==> src/rtl/decrypt_pipe_shift_unscramble_if.sv <==
// Byte-stream and key-configuration bundle for the decrypt unshift stage.
// The slave side is the unshift block; the master side feeds it bytes and keys.
interface decrypt_pipe_shift_unscramble_if #(
  parameter int ROT_W = 3
);
  logic             en;
  logic [7:0]       din;
  logic             shift_en;
  logic [7:0]       k1;
  logic [7:0]       k2;
  logic [7:0]       k3;
  logic [ROT_W-1:0] rot_freq;
  logic             key_load;
  logic             en_out;
  logic [7:0]       dout;
  logic             is_alpha_upper_case_out;
  logic             is_alpha_low_case_out;

  modport slave (
    input  en, din, shift_en, k1, k2, k3, rot_freq, key_load,
    output en_out, dout, is_alpha_upper_case_out, is_alpha_low_case_out
  );

  modport master (
    output en, din, shift_en, k1, k2, k3, rot_freq, key_load,
    input  en_out, dout, is_alpha_upper_case_out, is_alpha_low_case_out
  );
endinterface

==> src/rtl/decrypt_pipe_shift_unscramble.sv <==
// Decrypt-side Caesar unshift. Stage 1 classifies the byte and picks the key
// from a rotating k1->k2->k3 schedule; stage 2 subtracts the key modulo 26.
module decrypt_pipe_shift_unscramble #(
  parameter int ROT_W   = 3,
  parameter int ALPHA_N = 26
) (
  input  logic                           clk,
  input  logic                           rst,
  decrypt_pipe_shift_unscramble_if.slave bus
);

  typedef enum logic [1:0] {SEL_K1, SEL_K2, SEL_K3} sel_e;

  // Keys are reduced at capture so the datapath only handles 0..25.
  function automatic logic [4:0] red_alpha(input logic [7:0] k);
    return 5'(k % 8'(ALPHA_N));
  endfunction

  function automatic logic is_upper(input logic [7:0] b);
    return (b >= 8'h41) && (b <= 8'h5A);
  endfunction

  function automatic logic is_lower(input logic [7:0] b);
    return (b >= 8'h61) && (b <= 8'h7A);
  endfunction

  // Modulo-26 subtraction inside one letter range starting at base.
  function automatic logic [7:0] unshift(input logic [7:0] b,
                                         input logic [7:0] base,
                                         input logic [4:0] s);
    logic [4:0]        idx;
    logic signed [6:0] r;
    idx = 5'(b - base);
    r   = $signed({2'b00, idx}) - $signed({2'b00, s});
    if (r < 0) r = r + $signed(7'(ALPHA_N));
    return base + {3'b000, r[4:0]};
  endfunction

  logic [4:0]       s1_q, s2_q, s3_q;
  logic [ROT_W-1:0] rot_q;
  sel_e             sel_q, sel_d;
  logic [ROT_W-1:0] cnt_q, cnt_d;

  sel_e             base_sel;
  logic [ROT_W-1:0] base_cnt;
  logic [ROT_W-1:0] base_rot;
  logic [4:0]       s_cur;
  logic             alpha_in;
  logic             adv;

  logic             vld_p1_q;
  logic [7:0]       din_p1_q;
  logic             up_p1_q;
  logic             lo_p1_q;
  logic             sh_p1_q;
  logic [4:0]       s_p1_q;

  logic [7:0]       dout_d;
  logic             en_out_q;
  logic [7:0]       dout_q;
  logic             up_p2_q;
  logic             lo_p2_q;

  assign alpha_in = is_upper(bus.din) || is_lower(bus.din);
  assign adv      = bus.en && bus.shift_en && alpha_in;

  // Capture reduced keys and rotation period on key_load.
  always_ff @(posedge clk or posedge rst) begin
    if (rst) begin
      s1_q  <= '0;
      s2_q  <= '0;
      s3_q  <= '0;
      rot_q <= '0;
    end else if (bus.key_load) begin
      s1_q  <= red_alpha(bus.k1);
      s2_q  <= red_alpha(bus.k2);
      s3_q  <= red_alpha(bus.k3);
      rot_q <= bus.rot_freq;
    end
  end

  // Key schedule state register.
  always_ff @(posedge clk or posedge rst) begin
    if (rst) begin
      sel_q <= SEL_K1;
      cnt_q <= '0;
    end else begin
      sel_q <= sel_d;
      cnt_q <= cnt_d;
    end
  end

  // Next schedule state: key_load restarts the schedule first, then the
  // current byte (if alpha and shifting) may advance it.
  always_comb begin
    base_sel = sel_q;
    base_cnt = cnt_q;
    base_rot = rot_q;
    sel_d    = sel_q;
    cnt_d    = cnt_q;
    s_cur    = s1_q;
    if (bus.key_load) begin
      base_sel = SEL_K1;
      base_cnt = '0;
      base_rot = bus.rot_freq;
      sel_d    = SEL_K1;
      cnt_d    = '0;
    end
    if (adv) begin
      if ((base_rot != '0) && (base_cnt == base_rot - ROT_W'(1))) begin
        cnt_d = '0;
        case (base_sel)
          SEL_K1:  sel_d = SEL_K2;
          SEL_K2:  sel_d = SEL_K3;
          default: sel_d = SEL_K1;
        endcase
      end else begin
        cnt_d = base_cnt + ROT_W'(1);
      end
    end
    if (bus.key_load) begin
      s_cur = red_alpha(bus.k1);
    end else begin
      case (sel_q)
        SEL_K1:  s_cur = s1_q;
        SEL_K2:  s_cur = s2_q;
        default: s_cur = s3_q;
      endcase
    end
  end

  // Stage 1: register byte, class, shift enable and selected key.
  always_ff @(posedge clk or posedge rst) begin
    if (rst) begin
      vld_p1_q <= 1'b0;
      din_p1_q <= '0;
      up_p1_q  <= 1'b0;
      lo_p1_q  <= 1'b0;
      sh_p1_q  <= 1'b0;
      s_p1_q   <= '0;
    end else begin
      vld_p1_q <= bus.en;
      if (bus.en) begin
        din_p1_q <= bus.din;
        up_p1_q  <= is_upper(bus.din);
        lo_p1_q  <= is_lower(bus.din);
        sh_p1_q  <= bus.shift_en;
        s_p1_q   <= s_cur;
      end
    end
  end

  // Stage 2 datapath: unshift within the byte's own letter range.
  always_comb begin
    dout_d = din_p1_q;
    if (sh_p1_q && up_p1_q) begin
      dout_d = unshift(din_p1_q, 8'h41, s_p1_q);
    end else if (sh_p1_q && lo_p1_q) begin
      dout_d = unshift(din_p1_q, 8'h61, s_p1_q);
    end
  end

  // Stage 2: output register; data and flags hold through bubbles.
  always_ff @(posedge clk or posedge rst) begin
    if (rst) begin
      en_out_q <= 1'b0;
      dout_q   <= '0;
      up_p2_q  <= 1'b0;
      lo_p2_q  <= 1'b0;
    end else begin
      en_out_q <= vld_p1_q;
      if (vld_p1_q) begin
        dout_q  <= dout_d;
        up_p2_q <= up_p1_q;
        lo_p2_q <= lo_p1_q;
      end
    end
  end

  assign bus.en_out                  = en_out_q;
  assign bus.dout                    = dout_q;
  assign bus.is_alpha_upper_case_out = up_p2_q;
  assign bus.is_alpha_low_case_out   = lo_p2_q;

endmodule
==> src/flat_wrapper.sv <==
// flat-port wrapper written by rule: the top's interface ports become plain ports
module decrypt_pipe_shift_unscramble_flat 
#(
  parameter int ROT_W   = 3,
  parameter int ALPHA_N = 26
)
  (clk, rst, bus_en, bus_din, bus_shift_en, bus_k1, bus_k2, bus_k3, bus_rot_freq, bus_key_load, bus_en_out, bus_dout, bus_is_alpha_upper_case_out, bus_is_alpha_low_case_out);
  decrypt_pipe_shift_unscramble_if #(.ROT_W(ROT_W)) bus_i ();
  input  logic clk;
  input  logic rst;
  input wire logic [$bits(bus_i.en)-1:0] bus_en;
  input wire logic [$bits(bus_i.din)-1:0] bus_din;
  input wire logic [$bits(bus_i.shift_en)-1:0] bus_shift_en;
  input wire logic [$bits(bus_i.k1)-1:0] bus_k1;
  input wire logic [$bits(bus_i.k2)-1:0] bus_k2;
  input wire logic [$bits(bus_i.k3)-1:0] bus_k3;
  input wire logic [$bits(bus_i.rot_freq)-1:0] bus_rot_freq;
  input wire logic [$bits(bus_i.key_load)-1:0] bus_key_load;
  output wire logic [$bits(bus_i.en_out)-1:0] bus_en_out;
  output wire logic [$bits(bus_i.dout)-1:0] bus_dout;
  output wire logic [$bits(bus_i.is_alpha_upper_case_out)-1:0] bus_is_alpha_upper_case_out;
  output wire logic [$bits(bus_i.is_alpha_low_case_out)-1:0] bus_is_alpha_low_case_out;
  assign bus_i.en = bus_en;
  assign bus_i.din = bus_din;
  assign bus_i.shift_en = bus_shift_en;
  assign bus_i.k1 = bus_k1;
  assign bus_i.k2 = bus_k2;
  assign bus_i.k3 = bus_k3;
  assign bus_i.rot_freq = bus_rot_freq;
  assign bus_i.key_load = bus_key_load;
  assign bus_en_out = bus_i.en_out;
  assign bus_dout = bus_i.dout;
  assign bus_is_alpha_upper_case_out = bus_i.is_alpha_upper_case_out;
  assign bus_is_alpha_low_case_out = bus_i.is_alpha_low_case_out;
  decrypt_pipe_shift_unscramble #(.ROT_W(ROT_W), .ALPHA_N(ALPHA_N)) u_core (.clk(clk), .rst(rst), .bus(bus_i));
endmodule
==> config.mk <==
export PLATFORM = sky130hd
export DESIGN_NAME = decrypt_pipe_shift_unscramble_flat
export DESIGN_NICKNAME = d
export VERILOG_FILES = /design/src/rtl/decrypt_pipe_shift_unscramble_if.sv /design/src/rtl/decrypt_pipe_shift_unscramble.sv /design/src/flat_wrapper.sv
export SDC_FILE = /design/constraint.sdc
export NUM_CORES = 1
export LEC_CHECK = 0
export CAP_MARGIN = 20
export CORE_ASPECT_RATIO = 1.2
export CORE_MARGIN = 4
export CORE_UTILIZATION = 39
export DETAILED_ROUTE_END_ITERATION = 10
export PLACE_DENSITY = 0.66
export SLEW_MARGIN = 10
export SYNTH_ARGS = -nofsm -noshare
export SYNTH_HDL_FRONTEND = slang
export SYNTH_SLANG_ARGS = --single-unit
==> constraint.sdc <==
create_clock -name clk -period 2.5 [get_ports clk]
set_input_delay 0.5 -clock clk [delete_from_list [all_inputs] [get_ports clk]]
set_output_delay 0.5 -clock clk [all_outputs]
set_load 0.02 [all_outputs]
==> results.json <==
{
  "status": "finished with violations",
  "violations": "negative setup slack",
  "htreeDepth": 2,
  "fin_crit_ps": 2720,
  "grt_antenna_before_repair": 0,
  "critPathKind": "flop to flop",
  "drive_gt1_share_pct": 31.1,
  "clock_skew_ps": 3.76,
  "grt_pass1_vias": 5206,
  "synth_enable_flop_cells": 0,
  "clock_latency_ps": 280,
  "final_cell_area_mm2": 0.00690,
  "route.vias.total": 5149,
  "cp_max_fo": 4,
  "cts_tree": "built",
  "n_antenna_cell": 0,
  "setup_viol": 5,
  "clkTransAtPathRegs_ps": 60,
  "areaGrowthSynthToFinish_pct": 42.4,
  "hp-class": "flop to flop",
  "start_util_pct": 40.0,
  "gp_congestion": 0.927,
  "endpoint_kind": "flop",
  "cp.arrival_ps": 2910,
  "dieArea_mm2": 0.0143,
  "yosysTopAreaCell": "dfrtp_1",
  "yosysTopAreaCellShare_pct": 26.3,
  "worstHoldStart": "u_core.s1_q[3]",
  "fillCellCount": 1107,
  "cts_num_sinks": 51,
  "wl_mm": 14.1,
  "fin_setup_tns_ps": -796,
  "grt_pass1_wl_mm": 22.9,
  "core_area_mm2": 0.0121,
  "dieWidth_um": 110,
  "die_h_um": 130,
  "power_density_mw_per_mm2": 538,
  "cp.required_ps": 2690,
  "rows": 44,
  "ctsLongestPathBuffers": 2,
  "max_cap_viol_count": 0,
  "mostFrequentLayoutCells": "buf_4 (136), dfrtp_1 (50), a21oi_1 (45)",
  "slew_violations": 0,
  "yosys_most_used_dff": "dfrtp_1",
  "syn_avg_cell_area_um2": 8.07,
  "p_leak_nw": 3.03,
  "async_flop_share_pct": 100,
  "fmax_mhz": 367,
  "ys_seq_area_share_pct": 26.3,
  "worstMarginPinSlew_ps": 536,
  "synthCells": 601,
  "port_buffers": 50,
  "ys_seq_elements": 51,
  "drtIter0Drc": 238,
  "slew_headroom_pct": 64.0,
  "ir_worst_vdd_mv": 0.291,
  "netlist_area_mm2": 0.00485,
  "grt_setup_unrepaired": "true",
  "grtUsageTotal_pct": 19.2,
  "drcViolationCount": 0,
  "postCtsHoldBufs": 0,
  "wl_per_cell_um": 15.3,
  "vias_per_cell": 5.62,
  "postPlaceCellArea_mm2": 0.00637,
  "ys_warn_count": 0,
  "fin_crit_sh_pct": 109,
  "cts_buffers": 5,
  "synth_area_leaders": "dfrtp_1 (26%), a21oi_1 (5.2%), o21ai_0 (4.7%), mux2_2 (3.7%), ha_1 (3.4%)",
  "worstSetupStartpointType": "flop",
  "grt_max_degree": 52,
  "reg2reg_from": "u_core.din_p1_q[0]",
  "final_common_cell": "buf_4",
  "final_util_pct": 57.0,
  "finalHoldViolCount": 0,
  "nNetsFinal": 809,
  "synth_cell_type_count": 81,
  "num_io_pins": 51,
  "synth_nets": 655,
  "drtPass1Iterations": 5,
  "place_hpwl_mm": 10.5,
  "detail-route-antenna-nets": 0,
  "clockRootBuffer": "clkbuf_16",
  "finalWorstSetupSlack_ps": -223,
  "cp-startpoint": "u_core.din_p1_q[0]",
  "grt_overflow": 0
}
worst paths after layout:
check                                endpoint  slack, ps  cells after the start
setup reg to reg           u_core.bus.dout[4]       -220                     11
hold / removal                 u_core.s1_q[3]        480                      1
min in group asynchronous     u_core.rot_q[1]        560                      3
setup / recovery           u_core.bus.dout[4]       -220                     11
max in group asynchronous  u_core.din_p1_q[0]       1690                      3
hold reg to reg                u_core.s1_q[3]        480                      1
synth_stat cells (4+ instances only):
cell type and n:
a22oi_1 7, nor2_1 41, a221o_1 5, a21oi_1 50, and3_1 7, buf_2 22, xnor2_1 11, o211ai_1 9
and3b_1 5, nor3_1 11, dfrtp_1 51, nor3b_1 10, nor4bb_1 4, o21ai_0 46, mux2i_1 15, nand2_1 35
mux2_2 16, or3_1 4, o31ai_1 5, ha_1 13, a21o_1 8, nand2b_1 13, a2bb2oi_1 4, inv_1 35
nand3b_1 9, nor2b_1 12, o21a_1 8, a211oi_1 4, o221ai_1 5, xor2_1 8, o2bb2ai_1 4, a31oi_1 12
clkbuf_1 19, a22o_1 6, or2_2 7, nand3_1 9
per-layer routing:
layer  routed length (um)  share of wire, %  global-route usage (%)
met1                 5630                40                    22.5
met2                 7450                53                    35.7
met3                  554               3.9                    1.78
met4                  424               3.0                    7.41
met5                    0                 0                       0
where the power goes:
part           switching, W  leakage (nW)  internal, W
registers         0.0000786         0.615     0.000930
clock network      0.000285        0.0741     0.000401
logic              0.000969          2.34      0.00105
critical path, cell delays in order, from the launching register on:
cell	delay [ps]
dfrtp_2	440
inv_2	100
ha_4	210
fa_2	550
inv_2	40
a21o_1	190
a31oi_1	150
o22ai_1	120
a221oi_2	340
buf_4	180
xor2_1	70
o31ai_1	240
stage by stage:
stage	hold slack, ps	setup slack [ps]	std cells	total power, W
after global routing	502	-363	917	0.00395
after floorplan	410	-29.0	601	0.00203
final	481	-223	917	0.00371
after global placement	457	-319	892	0.00261
after detailed placement	468	-405	892	0.00268
after CTS	483	-229	906	0.00353
kinds of logic after synthesis:
logic type                 after synthesis  synth area share [%]
DFF                                     51                  26.3
muxes                                   33                  7.43
AOI/OAI and AO/OA                      212                  30.2
xor gates and xnor gates                19                  3.43
buffers and inverters                   85                  7.54
adders and majority gates               15                  3.98
and+or+nand+nor                        186                  21.1
state kept, by name, summed over array words and instances (netlist names), 2 cells and up:
signal           cells
u_core.cnt_q         3
u_core.s3_q          5
u_core.s1_q          5
u_core.sel_q         2
u_core.rot_q         3
u_core.s_p1_q        5
u_core.din_p1_q      8
u_core.bus.dout      8
u_core.s2_q          5
cell type report:
class                           count  area [um^2]  area share (%)
Clock buffer                        7          143            2.07
Clock inverter                      1         8.76           0.127
Inverter                           37          139            2.01
Multi-Input combinational cell    465         3460            50.1
Sequential cell                    51         1280            18.5
Tap cell                          161          201            2.92
Timing Repair Buffer              195         1680            24.3
repair_timing:
| item | CTS | global route |
|---|---|---|
| pin swaps | 12 | 31 |
| gates resized for setup | 21 | 53 |
| gates cloned | 0 | 1 |
| buffers inserted | 6 | 10 |
| endpoints found under the setup margin | 21 | 21 |
Power figures use the tool's default switching activity.
